--- config.mk ---
export PLATFORM = sky130hd
export DESIGN_NAME = mul_accum
export DESIGN_NICKNAME = d
export VERILOG_FILES = /design/src/rtl/mul_pkg.sv /design/src/rtl/sat_add.sv /design/src/rtl/mul_accum.sv
export SDC_FILE = /design/constraint.sdc
export NUM_CORES = 1
export LEC_CHECK = 0
export ABC_AREA = 1
export CELL_PAD_IN_SITES_DETAIL_PLACEMENT = 1
export CELL_PAD_IN_SITES_GLOBAL_PLACEMENT = 1
export CORE_UTILIZATION = 41
export DETAILED_ROUTE_END_ITERATION = 10
export PLACE_DENSITY = 0.95
export SYNTH_ARGS = -nofsm -noshare
export SYNTH_HDL_FRONTEND = slang
export SYNTH_HIERARCHICAL = 1
export SYNTH_SLANG_ARGS = --single-unit
--- constraint.sdc ---
create_clock -name clk -period 3.6 [get_ports clk]
set_input_delay 0.72 -clock clk [delete_from_list [all_inputs] [get_ports clk]]
set_output_delay 0.72 -clock clk [all_outputs]
set_load 0.05 [all_outputs]
--- src/rtl/mul_pkg.sv ---
// ---------------------------------------------------------------------------
// mul_pkg -- shared constants and types for the multiply-accumulate slice.
//
// Contents:
//   PROD_W     width of the unsigned product from the upstream 11x11 multiplier
//   DEF_ACC_W  default accumulator / result width
//   DEF_LEN_W  default frame-length field width
//   state_t    frame FSM states (IDLE, ACCUM, HOLD)
// ---------------------------------------------------------------------------
package mul_pkg;

    localparam int PROD_W    = 22;
    localparam int DEF_ACC_W = 32;
    localparam int DEF_LEN_W = 8;

    typedef enum logic [1:0] {
        IDLE  = 2'd0,
        ACCUM = 2'd1,
        HOLD  = 2'd2
    } state_t;

endpackage

--- src/rtl/sat_add.sv ---
// ---------------------------------------------------------------------------
// sat_add -- combinational unsigned saturating adder.
//
// Ports:
//   a, b   ACC_W-bit unsigned operands
//   sum    a+b, clamped to all-ones when the add carries out
//   carry  carry-out of the raw ACC_W-bit add (saturation happened)
// ---------------------------------------------------------------------------
module sat_add
    import mul_pkg::*;
#(
    parameter int ACC_W = DEF_ACC_W
) (
    input  logic [ACC_W-1:0] a,
    input  logic [ACC_W-1:0] b,
    output logic [ACC_W-1:0] sum,
    output logic             carry
);

    logic [ACC_W:0] raw;

    always_comb begin
        raw   = {1'b0, a} + {1'b0, b};
        carry = raw[ACC_W];
        sum   = carry ? '1 : raw[ACC_W-1:0];
    end

endmodule

--- src/rtl/mul_accum.sv ---
// ---------------------------------------------------------------------------
// mul_accum -- frame accumulator for unsigned multiplier products.
//
// Sums cfg_len products (or fewer if flush ends the frame early) into a
// saturating ACC_W-bit accumulator, then holds the result until the
// downstream handshake completes.
//
// Ports:
//   clk        rising-edge clock
//   rst        synchronous active-high reset
//   cfg_len    products per frame, sampled on the first product (0 -> 1)
//   flush      end the current frame early (only honoured in ACCUM)
//   in_valid   product valid
//   in_ready   block can accept a product (state-only, not in HOLD)
//   in_prod    unsigned product, zero-extended to ACC_W
//   out_valid  frame result valid (HOLD)
//   out_ready  downstream accepts the result
//   out_sum    accumulated frame sum (0 outside HOLD)
//   out_ovf    saturation occurred during the frame
//   out_short  frame was ended by flush before cfg_len products
// ---------------------------------------------------------------------------
module mul_accum #(
    parameter int PROD_W = mul_pkg::PROD_W,
    parameter int ACC_W  = mul_pkg::DEF_ACC_W,
    parameter int LEN_W  = mul_pkg::DEF_LEN_W
) (
    input  logic              clk,
    input  logic              rst,
    input  logic [LEN_W-1:0]  cfg_len,
    input  logic              flush,
    input  logic              in_valid,
    output logic              in_ready,
    input  logic [PROD_W-1:0] in_prod,
    output logic              out_valid,
    input  logic              out_ready,
    output logic [ACC_W-1:0]  out_sum,
    output logic              out_ovf,
    output logic              out_short
);

    import mul_pkg::*;

    // Count and length carry one extra bit so cnt+1 never wraps at the
    // maximum frame length.
    localparam logic [LEN_W:0] ONE = (LEN_W+1)'(1);

    state_t           state, state_n;
    logic [ACC_W-1:0] acc, acc_n;
    logic [LEN_W:0]   cnt, cnt_n;
    logic [LEN_W:0]   len, len_n;
    logic             ovf, ovf_n;
    logic             short_r, short_n;

    logic [ACC_W-1:0] prod_ext;
    logic [ACC_W-1:0] add_sum;
    logic             add_carry;
    logic             xfer_in;
    logic [LEN_W:0]   cnt_inc;
    logic [LEN_W:0]   first_len;

    assign prod_ext = ACC_W'(in_prod);

    sat_add #(
        .ACC_W (ACC_W)
    ) u_sat_add (
        .a     (acc),
        .b     (prod_ext),
        .sum   (add_sum),
        .carry (add_carry)
    );

    assign in_ready  = (state != HOLD);
    assign out_valid = (state == HOLD);
    assign out_sum   = (state == HOLD) ? acc : '0;
    assign out_ovf   = (state == HOLD) && ovf;
    assign out_short = (state == HOLD) && short_r;

    assign xfer_in   = in_valid && in_ready;
    assign cnt_inc   = cnt + ONE;
    assign first_len = (cfg_len == '0) ? ONE : {1'b0, cfg_len};

    always_comb begin
        state_n = state;
        acc_n   = acc;
        cnt_n   = cnt;
        len_n   = len;
        ovf_n   = ovf;
        short_n = short_r;

        unique case (state)
            IDLE: begin
                if (xfer_in) begin
                    acc_n   = prod_ext;
                    cnt_n   = ONE;
                    len_n   = first_len;
                    ovf_n   = 1'b0;
                    short_n = 1'b0;
                    state_n = (first_len == ONE) ? HOLD : ACCUM;
                end
            end
            ACCUM: begin
                if (xfer_in) begin
                    acc_n = add_sum;
                    ovf_n = ovf || add_carry;
                    cnt_n = cnt_inc;
                    if (cnt_inc == len) begin
                        state_n = HOLD;
                    end else if (flush) begin
                        // Product is still included; frame is short because
                        // the count has not reached the configured length.
                        state_n = HOLD;
                        short_n = 1'b1;
                    end
                end else if (flush) begin
                    state_n = HOLD;
                    short_n = 1'b1;
                end
            end
            HOLD: begin
                if (out_ready) begin
                    state_n = IDLE;
                end
            end
            default: begin
                state_n = IDLE;
            end
        endcase
    end

    always_ff @(posedge clk) begin
        if (rst) begin
            state   <= IDLE;
            acc     <= '0;
            cnt     <= '0;
            len     <= ONE;
            ovf     <= 1'b0;
            short_r <= 1'b0;
        end else begin
            state   <= state_n;
            acc     <= acc_n;
            cnt     <= cnt_n;
            len     <= len_n;
            ovf     <= ovf_n;
            short_r <= short_n;
        end
    end

endmodule
==> results of run 1 <==
==> final timing paths <==
path | end | startpoint
worst max-delay path | acc[14]$_SDFFE_PP0P_ | in_prod[0]
worst min-delay path | short_r$_SDFFE_PP0P_ | short_r$_SDFFE_PP0P_
worst max register to register | acc[14]$_SDFFE_PP0P_ | acc[0]$_SDFFE_PP0P_
worst min register to register | short_r$_SDFFE_PP0P_ | short_r$_SDFFE_PP0P_
==> metal layers <==
| metal | vias up | track usage |
|---|---|---|
| met5 | - | 0 |
| met4 | 0 | 0.114 |
| met3 | 35 | 0.0262 |
| met2 | 133 | 0.515 |
| met1 | 2985 | 0.328 |
| li1 | 3166 | - |
==> cells by family after synthesis <==
group / synth area share
and+or+nand+nor: 0.438
other: 0.000686
AOI/OAI and AO/OA: 0.103
xor gates and xnor gates: 0.0224
buffers and inverters: 0.163
adders and majority gates: 0.0792
DFF: 0.194
==> through the flow <==
stage / hold slack (ns) / util / power [mW] / worst slack, ns
final: 0.472 / 0.507 / 2.23 / 0.355
after CTS: 0.478 / 0.507 / 2.23 / 0.400
after global routing: 0.500 / 0.507 / 2.39 / 0.254
after global placement: 0.447 / 0.495 / 1.64 / 0.350
after floorplan: 0.436 / - / 1.41 / 0.301
after detailed placement: 0.466 / 0.495 / 1.69 / 0.185
==> worst max-delay path: cells and delay by family <==
kind / cells / cell delay (ns)
AO/OA/AOI/OAI: 3 / 0.46
buffers and inverters: 2 / 0.77
adder cells (fa/ha/maj): 2 / 0.74
AND/OR/NAND/NOR: 7 / 0.71
==> report_power, final <==
part	total [mW]	internal, mW	leakage, nW	switching [mW]
registers	0.689	0.640	0.435	0.0491
logic	1.02	0.337	2.91	0.679
clock network	0.527	0.264	0.0680	0.263
total	2.23	1.24	3.41	0.990
==> cell usage in the layout, fill, tap and decap left out, drive strengths merged, types with 14 or more instances in the layout <==
master,instances
nand3,75
nor2,87
o21ai,21
clkdlybuf4s50,70
dfxtp,53
ha,33
a21oi,47
a31oi,18
nand2,368
xor2,14
inv,207
==> flip-flops by register name (all words and copies together) (netlist names) <==
signal,flops
acc,32
cnt,9
len,8
ovf,1
short_r,1
state,2
==> cell type report <==
cell class                 instances  area share
multi-input combinational        718       0.546
sequential                        53       0.163
inverter                         207       0.120
timing repair buffer              76       0.115
tap                              172      0.0331
clock buffer                       5      0.0192
clock inverter                     3     0.00404
==> results.yml, run 1 <==
timing:
  min_period_ns: 3.24
  rsz0062_at_grt: "false"
  fin_setup_tns_ns: 0
  fin_skew_ns: 0.00688
  post-route-period-util: 0.901
  fmax_ghz: 0.308
  worst_slew_pin_slew_ns: 0.729
  slew_headroom: 0.513
  slew_violations: 0
  final-hold-violation-count: 0
  setup_viol: 0
finish:
  fillers: 1868
  final_nets: 1130
  area_delta_synth_final_pct: 18.9
  diodes: 0
  layout-drive-gt1-share: 0.0537
  seq_area_um2: 1060
  fin_area_um2: 6500
  multi_input_area_um2: 3550
  final_cells: 1234
grt:
  grt_pass1_wl_um: 31400
  grt_pass1_vias: 6703
  grt_max_degree: 38
  grt_overflow: 0
  grt_usage: 0.279
  antenna_found_initial: 0
critical_path:
  cp_common_cell: "nand2_1"
  rr_worst_depth: 13
  crit_path_max_incr_delay_ns: 0.49
  worstPathMaxFanout: 22
  crit_path_top_delay_cell: "fa_1"
  rrSetupSlack_ns: 0.87
  arrival_ns: 3.43
  end_kind: "register"
  crit_type: "in -> reg"
  crit_path_start_kind: "input pin"
  required_ns: 3.79
  crit_chain: "clkdlybuf4s50_1 -> ha_1 -> fa_1 -> nand3_2 -> nand3_2 -> nand2_1 -> nand2_2 -> nand2_1 -> nand2_2 -> a21oi_4 -> buf_4 -> nand2_1 -> a22oi_1 -> a21oi_1"
cts:
  clk_latency_ns: 0.31
  cts_tree: "built"
  clockRootBuffer: "clkbuf_16"
  clk_path_buf_depth: 2
  path_clk_slew_ns: 0.07
  cts_hold_buf: 0
  cts_setup_buffers: 0
  htree_levels: 2
  cts_buffers: 5
  cts.sinks: 53
  cts_resized: 0
synthesis:
  synth_common_cells: "nand2_1, inv_1, nor2_1"
  synth_most_common_cell: "nand2_1"
  synth_cell_types: 37
  ys_seq_elements: 53
  syn_avg_cell_area_um2: 5.52
  async_flop_share: 0
  synth_top_area_cell: "nand2_1"
  syn_area_um2: 5470
  synth_edf_count: 0
  synth_ff_type: "dfxtp_1"
  yosysSeqAreaShare: 0.194
  synth.area.top_cells: "nand2_1, dfxtp_1, inv_1"
  synth_warnings: 6
  yosysTopAreaCellShare: 0.245
  postSynthCellCount: 990
floorplan:
  dieArea_um2: 13800
  core_area_um2: 12800
  io_pins: 71
  row_count: 41
  fp.dieW_um: 117
  floorplan.initialDensity: 0.426
  dieHeight_um: 117
pwr:
  powerDensity_nw_per_um2: 343
  leakage_nw: 3.41
  ir_drop_v: 0.000192
run:
  cap_violations: 0
placed_design:
  dp_hpwl_um: 14900
  dpl_cell_area_um2: 6350
  gp_congestion: 0.918
  dp_cells: 1226
  numPortBuffers: 70
hold_path:
  whs_path_depth: 2
  hold_path.class: "reg -> reg"
drt:
  vias_per_cell: 5.12
  drt-total-wl_um: 18800
  highest_layer: "met4"
  drc: 0
  postRouteAntennaNets: 0
  first_pass_iters: 4
  drt-met1-wl_um: 8400
  wl_met2_um: 9300
  dr_wl_met3_um: 574
  initialDrtViolationCount: 321
  vias: 6319
  wire_per_inst_um: 15.2
outcome:
  status: "complete, no violations"
No activity file was read; power rests on OpenSTA's default activity.
==> run 2, diff against run 1 <==
--- a/config.mk
+++ b/config.mk
@@ -6,6 +6,7 @@
 export NUM_CORES = 1
 export LEC_CHECK = 0
 export ABC_AREA = 1
+export ABC_CLOCK_PERIOD_IN_PS = 3600
 export CELL_PAD_IN_SITES_DETAIL_PLACEMENT = 1
 export CELL_PAD_IN_SITES_GLOBAL_PLACEMENT = 1
 export CORE_UTILIZATION = 41
==> results of run 2 <==
Same layout as run 1: the final DEF is identical, and so are final timing and power.
